[config.mk]
export PLATFORM = sky130hd
export DESIGN_NAME = warp_hart_core
export DESIGN_NICKNAME = d
export VERILOG_FILES = /design/src/rtl/warp_hart_core.sv
export SDC_FILE = /design/constraint.sdc
export NUM_CORES = 1
export LEC_CHECK = 0
export CAP_MARGIN = 20
export CORE_MARGIN = 1.5
export CORE_UTILIZATION = 39
export DETAILED_ROUTE_END_ITERATION = 7
export PLACE_DENSITY_LB_ADDON = 0.08
export RECOVER_POWER = 25
export SYNTH_ARGS = -nofsm -noshare
export SYNTH_HDL_FRONTEND = slang
export SYNTH_SLANG_ARGS = --single-unit
export TNS_END_PERCENT = 30
[constraint.sdc]
create_clock -name i_clk -period 2.45 [get_ports i_clk]
set_clock_uncertainty 0.1 [all_clocks]
set_input_delay 0.6125 -clock i_clk [delete_from_list [all_inputs] [get_ports i_clk]]
set_output_delay 0.6125 -clock i_clk [all_outputs]
set_load 0.02 [all_outputs]
[src/rtl/warp_hart_core.sv]
// Minimal in-order RV64 OP-IMM hart: packet fetch, dual decode/issue, single-cycle execute,
// write back into a 32x64 register file. Forwarding from execute and write-back hides result latency.
module warp_hart_xrf (
    input  logic        i_clk,
    input  logic        i_rst,
    input  logic [1:0]  i_we,
    input  logic [4:0]  i_wa0,
    input  logic [4:0]  i_wa1,
    input  logic [63:0] i_wd0,
    input  logic [63:0] i_wd1,
    input  logic [4:0]  i_ra0,
    input  logic [4:0]  i_ra1,
    output logic [63:0] o_rd0,
    output logic [63:0] o_rd1
);
    logic [63:0] file [0:31];

    // Port 1 carries the younger slot, so its write lands last and wins on equal rd.
    always_ff @(posedge i_clk or posedge i_rst) begin
        if (i_rst) begin
            for (int i = 0; i < 32; i++) file[i] <= '0;
        end else begin
            if (i_we[0] && (i_wa0 != 5'd0)) file[i_wa0] <= i_wd0;
            if (i_we[1] && (i_wa1 != 5'd0)) file[i_wa1] <= i_wd1;
        end
    end

    assign o_rd0 = (i_ra0 == 5'd0) ? 64'd0 : file[i_ra0];
    assign o_rd1 = (i_ra1 == 5'd0) ? 64'd0 : file[i_ra1];
endmodule

module warp_hart_core #(
    parameter logic [38:0] RESET_ADDR = 39'h4000000000
) (
    input  logic        i_clk,
    input  logic        i_rst,
    output logic        o_imem_ren,
    output logic [38:0] o_imem_raddr,
    input  logic        i_imem_valid,
    input  logic [63:0] i_imem_rdata
);
    typedef struct packed {
        logic        ok;
        logic        unit_b;
        logic        we;
        logic [4:0]  rd;
        logic [4:0]  rs1;
        logic [2:0]  f3;
        logic        alt;
        logic        isw;
        logic [63:0] imm;
    } dec_t;

    typedef struct packed {
        logic        we;
        logic [4:0]  rd;
        logic [2:0]  f3;
        logic        alt;
        logic        isw;
        logic [63:0] imm;
    } ex_t;

    function automatic dec_t decode(input logic [31:0] ins);
        dec_t d;
        d        = '0;
        d.rd     = ins[11:7];
        d.rs1    = ins[19:15];
        d.f3     = ins[14:12];
        d.alt    = ins[30];
        d.imm    = {{52{ins[31]}}, ins[31:20]};
        if (ins[6:0] == 7'b0010011) begin
            case (ins[14:12])
                3'd1:    d.ok = (ins[31:26] == 6'd0);
                3'd5:    d.ok = (ins[31:26] == 6'd0) || (ins[31:26] == 6'b010000);
                default: d.ok = 1'b1;
            endcase
            d.unit_b = (ins[14:12] == 3'd4) || (ins[14:12] == 3'd6) || (ins[14:12] == 3'd7);
        end else if (ins[6:0] == 7'b0011011) begin
            d.isw = 1'b1;
            case (ins[14:12])
                3'd0:    d.ok = 1'b1;
                3'd1:    d.ok = (ins[31:25] == 7'd0);
                3'd5:    d.ok = (ins[31:25] == 7'd0) || (ins[31:25] == 7'b0100000);
                default: d.ok = 1'b0;
            endcase
        end
        d.we = d.ok && (d.rd != 5'd0);
        return d;
    endfunction

    // NOPs occupy no unit, so they never block pairing.
    function automatic logic dual_ok(input dec_t d0, input dec_t d1);
        logic unit_clash;
        logic raw;
        unit_clash = d0.ok && d1.ok && (d0.unit_b == d1.unit_b);
        raw        = d0.we && d1.ok && (d1.rs1 == d0.rd);
        return !unit_clash && !raw;
    endfunction

    function automatic ex_t to_ex(input dec_t d);
        ex_t e;
        e.we  = d.we;
        e.rd  = d.rd;
        e.f3  = d.f3;
        e.alt = d.alt;
        e.isw = d.isw;
        e.imm = d.imm;
        return e;
    endfunction

    function automatic logic [63:0] alu(input ex_t e, input logic [63:0] a);
        logic signed [63:0] sa;
        logic signed [63:0] si;
        logic signed [31:0] sw;
        logic        [31:0] w;
        logic        [63:0] r;
        sa = a;
        si = e.imm;
        sw = a[31:0];
        w  = '0;
        r  = '0;
        if (e.isw) begin
            case (e.f3)
                3'd1: w = a[31:0] << e.imm[4:0];
                3'd5: begin
                    if (e.alt) w = sw >>> e.imm[4:0];
                    else       w = a[31:0] >> e.imm[4:0];
                end
                default: w = a[31:0] + e.imm[31:0];
            endcase
            r = {{32{w[31]}}, w};
        end else begin
            case (e.f3)
                3'd0: r = a + e.imm;
                3'd1: r = a << e.imm[5:0];
                3'd2: r = {63'd0, sa < si};
                3'd3: r = {63'd0, a < e.imm};
                3'd4: r = a ^ e.imm;
                3'd5: begin
                    if (e.alt) r = sa >>> e.imm[5:0];
                    else       r = a >> e.imm[5:0];
                end
                3'd6: r = a | e.imm;
                default: r = a & e.imm;
            endcase
        end
        return r;
    endfunction

    logic [38:0] r_pc;
    logic        r_ren;
    logic [63:0] r_dec_p0;
    logic        r_vld_p0;
    logic        r_half_p0;
    ex_t         r_ex_p1  [0:1];
    logic [63:0] r_opa_p1 [0:1];
    logic [1:0]  r_vld_p1;
    logic [1:0]  r_we_p2;
    logic [4:0]  r_rd_p2  [0:1];
    logic [63:0] r_res_p2 [0:1];

    dec_t        w_d0;
    dec_t        w_d1;
    logic        w_dual;
    logic        w_iss0;
    logic        w_iss1;
    logic        w_accept;
    logic        w_in_dual;
    logic [4:0]  w_rs     [0:1];
    logic [63:0] w_rf_rd  [0:1];
    logic [63:0] w_opa    [0:1];
    logic [63:0] w_res_p1 [0:1];

    assign o_imem_ren   = r_ren;
    assign o_imem_raddr = r_pc;

    // Decode / issue: slot 1 goes alone in lane 1 after a serialized slot 0.
    assign w_d0     = decode(r_dec_p0[31:0]);
    assign w_d1     = decode(r_dec_p0[63:32]);
    assign w_dual   = dual_ok(w_d0, w_d1);
    assign w_iss0   = r_vld_p0 && !r_half_p0;
    assign w_iss1   = r_vld_p0 && (r_half_p0 || w_dual);
    assign w_accept = r_ren && i_imem_valid;
    // A pairable packet drains in one cycle, so the next request can go out immediately.
    assign w_in_dual = dual_ok(decode(i_imem_rdata[31:0]), decode(i_imem_rdata[63:32]));
    assign w_rs[0]  = w_d0.rs1;
    assign w_rs[1]  = w_d1.rs1;

    always_comb begin
        for (int i = 0; i < 2; i++) begin
            w_opa[i] = w_rf_rd[i];
            if (r_we_p2[0] && (r_rd_p2[0] == w_rs[i])) w_opa[i] = r_res_p2[0];
            if (r_we_p2[1] && (r_rd_p2[1] == w_rs[i])) w_opa[i] = r_res_p2[1];
            if (r_vld_p1[0] && r_ex_p1[0].we && (r_ex_p1[0].rd == w_rs[i])) w_opa[i] = w_res_p1[0];
            if (r_vld_p1[1] && r_ex_p1[1].we && (r_ex_p1[1].rd == w_rs[i])) w_opa[i] = w_res_p1[1];
        end
    end

    // Execute
    assign w_res_p1[0] = alu(r_ex_p1[0], r_opa_p1[0]);
    assign w_res_p1[1] = alu(r_ex_p1[1], r_opa_p1[1]);

    always_ff @(posedge i_clk or posedge i_rst) begin
        if (i_rst) begin
            r_pc      <= RESET_ADDR;
            r_ren     <= 1'b0;
            r_vld_p0  <= 1'b0;
            r_half_p0 <= 1'b0;
            r_vld_p1  <= '0;
            r_we_p2   <= '0;
        end else begin
            r_ren <= w_accept ? w_in_dual : 1'b1;
            if (w_accept) begin
                r_pc      <= r_pc + 39'd8;
                r_vld_p0  <= 1'b1;
                r_half_p0 <= 1'b0;
            end else if (w_iss1) begin
                r_vld_p0  <= 1'b0;
                r_half_p0 <= 1'b0;
            end else if (w_iss0) begin
                r_half_p0 <= 1'b1;
            end
            r_vld_p1   <= {w_iss1, w_iss0};
            r_we_p2[0] <= r_vld_p1[0] && r_ex_p1[0].we;
            r_we_p2[1] <= r_vld_p1[1] && r_ex_p1[1].we;
        end
    end

    always_ff @(posedge i_clk) begin
        if (w_accept) r_dec_p0 <= i_imem_rdata;
        r_ex_p1[0]  <= to_ex(w_d0);
        r_ex_p1[1]  <= to_ex(w_d1);
        r_opa_p1[0] <= w_opa[0];
        r_opa_p1[1] <= w_opa[1];
        // Write back
        for (int i = 0; i < 2; i++) begin
            r_rd_p2[i]  <= r_ex_p1[i].rd;
            r_res_p2[i] <= w_res_p1[i];
        end
    end

    warp_hart_xrf xrf (
        .i_clk (i_clk),
        .i_rst (i_rst),
        .i_we  (r_we_p2),
        .i_wa0 (r_rd_p2[0]),
        .i_wa1 (r_rd_p2[1]),
        .i_wd0 (r_res_p2[0]),
        .i_wd1 (r_res_p2[1]),
        .i_ra0 (w_rs[0]),
        .i_ra1 (w_rs[1]),
        .o_rd0 (w_rf_rd[0]),
        .o_rd1 (w_rf_rd[1])
    );
endmodule

==> results.md, run 1 <==
- Outcome: complete, no violations
- Slew @ Worst Pin: 898.0 ps
- Critical Path Max Stage Delay: about 660 ps
- Drt first-iter violations: 57
- Hold crit path type: flip-flop to flip-flop
- Slowest stage cell on the critical path: clkdlybuf4s50_1
- Worst Path Required: between 1500 and 2000 ps
- Total setup buffers inserted after CTS: 0
- Die extent in x: between 70 and 80 µm
- DRC: 0
- Ys flop type: dfrtp_1
- N_diodes: 0
- Leakage Power: around 0.0013 µW
- Chip height: between 70 and 80 µm
- Most instantiated library cell after synthesis: dfrtp_1
- # IOs: 107
- Crit path buffers/inverters: 1
- Worst-path cell chain: clkdlybuf4s50_1
- Die ar.: 5465 µm²
- Post-CTS sizing: 0
- Critical Path AT: 1440 ps
- Fmax achieved: ~470 MHz
- Peak VDD IR: about 280 µV
- Fill count: about 440
- Nets: ~350
- Layout cell share with drive strength beyond 1: between 9 and 10%
- CTS tree: built
- Hold_ws: between 300 and 400 ps
- Starting density of the core: 40.99%
- Synth area leader: dfrtp_1
- Largest net degree at the start of global routing: 38
- Final setup fails: 0
- Core Area: roughly 4800 µm²
- Mean Syn Cell Area: 10.55 µm²
- Area of the multi-input gates: around 970 µm²
- Area share of the largest cell type after synthesis: between 40 and 50%
- Top cells by area, synth: dfrtp_1 46%, xnor2_1 13%, nand4_1 4.8%
- Cell Pwr Density: ~530 nW/µm²
- Reg clk slew, reported paths: ~70 ps
- Max-capacitance violation count: 0
- Part of the cycle the worst path needs: between 80 and 90%
- Worst-path fanout max: 6
- Root Driver: clkbuf_8
- Max-slew violations: 0
- GRT Util Overall: between 10% and 20%
- Main combinational cell family by area after synthesis: simple AND/OR/NAND/NOR gates
- H-tree levels: 2
- RSZ-0062 raised after global routing: no
- Worst setup EP type: primary output
- Most frequent cells after synthesis: 36 x dfrtp_1, 30 x xnor2_1, 15 x nand4_1
- Final hold violation count: 0
- CTS Buf Count: 5
- WS Path Type: flip-flop to primary output
- Syn Inst Count: 186
- Worst skew pair latency: approximately 290 ps
- Post-route antenna net violation count: 0
- Xor/xnor share of the synthesized area: a little under a fifth
- Crit start category: flip-flop
- Sink Count: 37
- Post-synth EDFFs: 0
- Global-route wire length before repair: 7624 µm
- Placer Congestion: about 0.75
- Hold_buf cts: 0
- Post-Synth Adder-Cell Area: less than 1%
- Initial antenna violation count: 0
- Maximum buffer depth of the clock tree: 2
- Portion of netlist area occupied by mux cells: 0.5740%
- Ys Warns: 0
- Post-Syn Area: slightly below 2000 µm²
- DRT Pass-1 Iters: 4
- Average wire per standard cell: around 13 µm
- Compound-Gate Fraction of Synth Area: 3.125%
- Via count: 1678
- Register area: 927.1 µm²
- Simple-gate portion of the synthesized area: roughly a quarter
- P&R area growth vs syn: 52.49%
- # port buffers: 83
- Post-route setup TNS: 0 ps
- Seq/Total Area, Yosys: 47.26%
- Asr flop ratio synth: 100.0%
- Row count: 25
- Critical path's top delay family: buffers and inverters
- Slew headroom: ~40%
- Grt total ovfl: 0
- Vias in the first global route: 1680
- Detail Placement HPWL: 3417 µm
- Vias per cell: about 4.8
- #FFs+latches synth: 37
- Minimum clock period: between 2000 and 2500 ps
- Cell variety after synth: 38
- DRT Wirelength: ~4400 µm
## cell type report
cell class,instances,area share (%)
timing repair buffer,90,29.86
inverter,7,0.8783
clock buffer,8,3.011
multi-input combinational,138,32.46
tap,67,2.802
sequential,37,30.99
## where the power goes
part	leakage, µW	internal, µW	switching, µW
combinational	0.000716	226	175
clock	0.0000455	229	207
sequential	0.000496	665	73.1
total	0.00126	1120	455
## placed cells by master (no fill, tap or decap), types with 2 or more instances in the layout
master / n
clkdlybuf4s50_1: 82
dfrtp_1: 36
xnor2_1: 30
nand4_1: 15
nand2_1: 12
nor2_1: 11
nand3_1: 10
xor2_1: 9
inv_1: 7
nor3_1: 7
clkbuf_8: 6
a21oi_1: 5
buf_4: 5
and3_1: 4
nor4_1: 3
conb_1: 3
or2_2: 2
and4_1: 2
nand4_4: 2
and3_2: 2
nor3b_1: 2
o2111ai_1: 2
nor2b_1: 2
nand3_2: 2
clkbuf_1: 2
## stage by stage
stage | power [µW] | std cells | utilization (%) | setup slack [ps] | instance area [µm²]
5_1_grt | 1659 | 347 | 62.51 | 250.1 | 2992
3_3_place_gp | 1147 | 339 | 60.68 | 17.17 | 2904
4_1_cts | 1599 | 347 | 62.56 | 283.2 | 2994
2_1_floorplan | 926.5 | 188 | - | 560.9 | 1969
6_report | 1575 | 347 | 62.51 | 300.5 | 2992
3_5_place_dp | 1155 | 339 | 60.68 | 23.80 | 2904
## per-layer routing
metal / vias up / share of wire, % / global-route usage, % / wire length (µm)
li1: 828 / - / - / -
met1: 781 / 44 / 23.22 / 1910
met2: 63 / 47 / 27.78 / 2063
met3: 6 / 7.9 / 7.682 / 346
met4: 0 / 1.4 / 6.584 / 61
met5: - / 0 / 0 / 0
## registers in the layout, indices dropped and copies added, names as in the netlist
name	count
o_imem_raddr	36
o_imem_ren	1
## logic make-up (layout without fill, tap and decap cells)
kind of cell | after synthesis | count (layout)
AOI/OAI and AO/OA | 10 | 10
DFF | 37 | 37
adders and majority gates | 1 | 1
other | 1 | 3
and+or+nand+nor | 83 | 83
xor gates and xnor gates | 40 | 40
buffers and inverters | 13 | 105
muxes | 1 | 1
## worst paths after layout
check	cells past startpoint	end	slack [ps]	startpoint
max	1	o_imem_raddr[21]	300	o_imem_raddr[21]
min	1	o_imem_raddr[31]	380	o_imem_raddr[31]
min reg2reg	1	o_imem_raddr[31]	380	o_imem_raddr[31]
min in group asynchronous	3	o_imem_raddr[7]	930	i_rst
max in group asynchronous	3	o_imem_raddr[21]	750	i_rst
max reg2reg	6	o_imem_raddr[36]	520	o_imem_raddr[21]
Power figures use the tool's default switching activity.
==> inputs of run 2 (changes only) <==
- GPL_TIMING_DRIVEN: default -> 1
==> results of run 2 <==
Same layout as run 1: the final DEF is identical, and so are final timing and power.
==> inputs of run 3 (changes only) <==
- CELL_PAD_IN_SITES_DETAIL_PLACEMENT: default -> 1
- CELL_PAD_IN_SITES_GLOBAL_PLACEMENT: default -> 1
- CORE_UTILIZATION: 39 -> 28
==> results.md, run 3 (synthesis results as in run 1) <==
- Combinational share of power: 25.7% (+0.2 points)
- # IOs: 107 (unchanged)
- Worst Reg-to-Reg Cells: 7 (+1)
- DRT Pass-1 Iters: 2 (-2)
- Layout cell share with drive strength beyond 1: 10.00% (+0.36 points)
- Total setup buffers inserted after CTS: 0 (unchanged)
- Switching Share: 29.83% (+0.92 points)
- Reg clk slew, reported paths: 70 ps (about the same)
- DRC: 0 (unchanged)
- Die ar.: 7518 µm² (+38%)
- Drt first-iter violations: 35 (-39%)
- Worst-path fanout max: 6 (unchanged)
- Most frequent cells in the layout: 82 x clkdlybuf4s50_1, 36 x dfrtp_1, 30 x xnor2_1, 15 x nand4_1, 12 x nand2_1
- Post-CTS sizing: 0 (unchanged)
- Max FFs per register: 36 (unchanged)
- Slew headroom: 36.53% (-3.6 points)
- Met2 WL post-DR: 2331 µm (+13%)
- Post-route antenna net violation count: 0 (unchanged)
- Root Driver: clkbuf_8
- Register area: 927.1 µm² (unchanged)
- DRT Wirelength: 5063 µm (+16%)
- RSZ-0062 raised after global routing: no
- Hold_buf cts: 0 (unchanged)
- Starting density of the core: 28.88% (-12 points)
- DR top layer: met4
- P&R area growth vs syn: 54.53%
- Peak VDD IR: 179.5 µV (-37%)
- Outcome: complete, no violations
- Crit start category: input pin
- Sink Count: 37 (unchanged)
- Worst skew pair latency: 290 ps (about the same)
- Hold Path Depth: 1 (unchanged)
- Final hold violation count: 0 (unchanged)
- Placed cell area: 2948 µm² (+1.5%)
- Chip height: 86.71 µm (+17%)
- CTS tree: built
- Worst setup margin: 289.7 ps (-10.83 ps)
- CTS Buf Count: 5 (unchanged)
- Core Area: 6794 µm² (+42%)
- Max-capacitance violation count: 0 (unchanged)
- Final Cell Area: 3032 µm² (+1.3%)
- Die extent in x: 86.71 µm (+17%)
- Maximum buffer depth of the clock tree: 2 (unchanged)
- Vias in the first global route: 1832 (+9.0%)
- Met1 WL: 2246 µm (+18%)
- N_diodes: 0 (unchanged)
- Commonest non-fill, non-tap cell in the layout: clkdlybuf4s50_1
- Vias per cell: 4.657 (-3.7%)
- Flop pwr share: 46.8% (about the same)
- GRT Util Overall: 14.94% (-3.3 points)
- Final setup fails: 0 (unchanged)
- Hold crit path type: flip-flop to flip-flop
- # port buffers: 83 (unchanged)
- Nets: 348 (+0.29%)
- Cell Pwr Density: 522.9 nW/µm² (-0.70%)
- Worst Path Required: 2530 ps (+790 ps)
- Internal power: 1112 µW (-0.67%)
- Area of the multi-input gates: 970.9 µm² (unchanged)
- Detail Placement HPWL: 3964 µm (+16%)
- Fmax achieved: 462.9 MHz (-0.50%)
- Minimum clock period: 2160 ps (+10.83 ps)
- Hold_ws: 386.5 ps (+4.409 ps)
- Via count: 1751 (+4.4%)
- Max-slew violations: 0 (unchanged)
- Part of the cycle the worst path needs: 88.18% (+0.44 points)
- Met3 routed wirelength: 401 µm (+16%)
- Worst setup EP type: flip-flop
- Grt total ovfl: 0 (unchanged)
- Placer Congestion: 0.6813 (-8.9%)
- WS Path Type: input pin to flip-flop
- H-tree levels: 2 (unchanged)
- Clock Power Share: 27.5% (-0.2 points)
- Row count: 30 (+20%)
- Average wire per standard cell: 13.47 µm (+6.7%)
- Initial antenna violation count: 0 (unchanged)
- Critical Path AT: 2240 ps (+800 ps)
- Leakage Power: 0.001262 µW (+0.34%)
- Fill count: 780 (+78%)
- Net switching power: 472.9 µW (+3.8%)
- Worst slack at placement: -37.88 ps (-61.68 ps)
- Slew @ Worst Pin: 952.0 ps (+54.00 ps)
- Global-route wire length before repair: 8804 µm (+15%)
- Largest net degree at the start of global routing: 38 (unchanged)
## run 3: cell count changes in the layout (fill, tap and decap cells not counted), sizes merged
cell,delta
clkbuf,-1
buf,+1
## run 3: cell type report
cell class,instances,share of cell area [%]
sequential,37,30.58
timing repair buffer,91,29.72
clock buffer,7,2.848
inverter,7,0.8667
multi-input combinational,138,32.03
tap,96,3.962
## run 3: per-layer routing
layer | GRT usage (%) | up-vias
met3 | 5.048 | 7
met1 | 18.87 | 845
li1 | - | 828
met5 | 0 | -
met2 | 23.79 | 71
met4 | 5.279 | 0
## run 3: worst paths after layout
check | start | to | slack, ps
worst min register to register | o_imem_raddr[38] | o_imem_raddr[38] | 390
worst max-delay path | i_imem_valid | o_imem_raddr[36] | 290
max in group asynchronous | i_rst | o_imem_raddr[11] | 700
min in group asynchronous | i_rst | o_imem_raddr[30] | 970
worst max register to register | o_imem_raddr[6] | o_imem_raddr[36] | 530
worst min-delay path | o_imem_raddr[38] | o_imem_raddr[38] | 390
## run 3: critical path, cell delays in order
cell and delay [ps]:
clkdlybuf4s50_1 500, nand4_1 140, nor4_1 280, buf_4 170
and2_1 160, buf_12 130, nand4_4 100, xnor2_2 140
## run 3: power by group through the flow
stage | registers [µW] | logic [µW] | clock network (µW)
detailed placement | 758 | 413 | 0
finish | 741 | 408 | 436
CTS | 745 | 416 | 462
floorplan | 801 | 126 | 0
global placement | 754 | 407 | 0
global route | 755 | 450 | 484
## run 3: per-stage QoR
| stage | cells | util (%) | setup TNS, ps | total power [µW] |
|---|---|---|---|---|
| floorplan | 188 | - | 0 | 926.5 |
| global placement | 369 | 43.39 | 0 | 1161 |
| detailed placement | 369 | 43.39 | -37.88 | 1171 |
| CTS | 376 | 44.66 | 0 | 1624 |
| global route | 376 | 44.62 | 0 | 1690 |
| finish | 376 | 44.62 | 0 | 1585 |
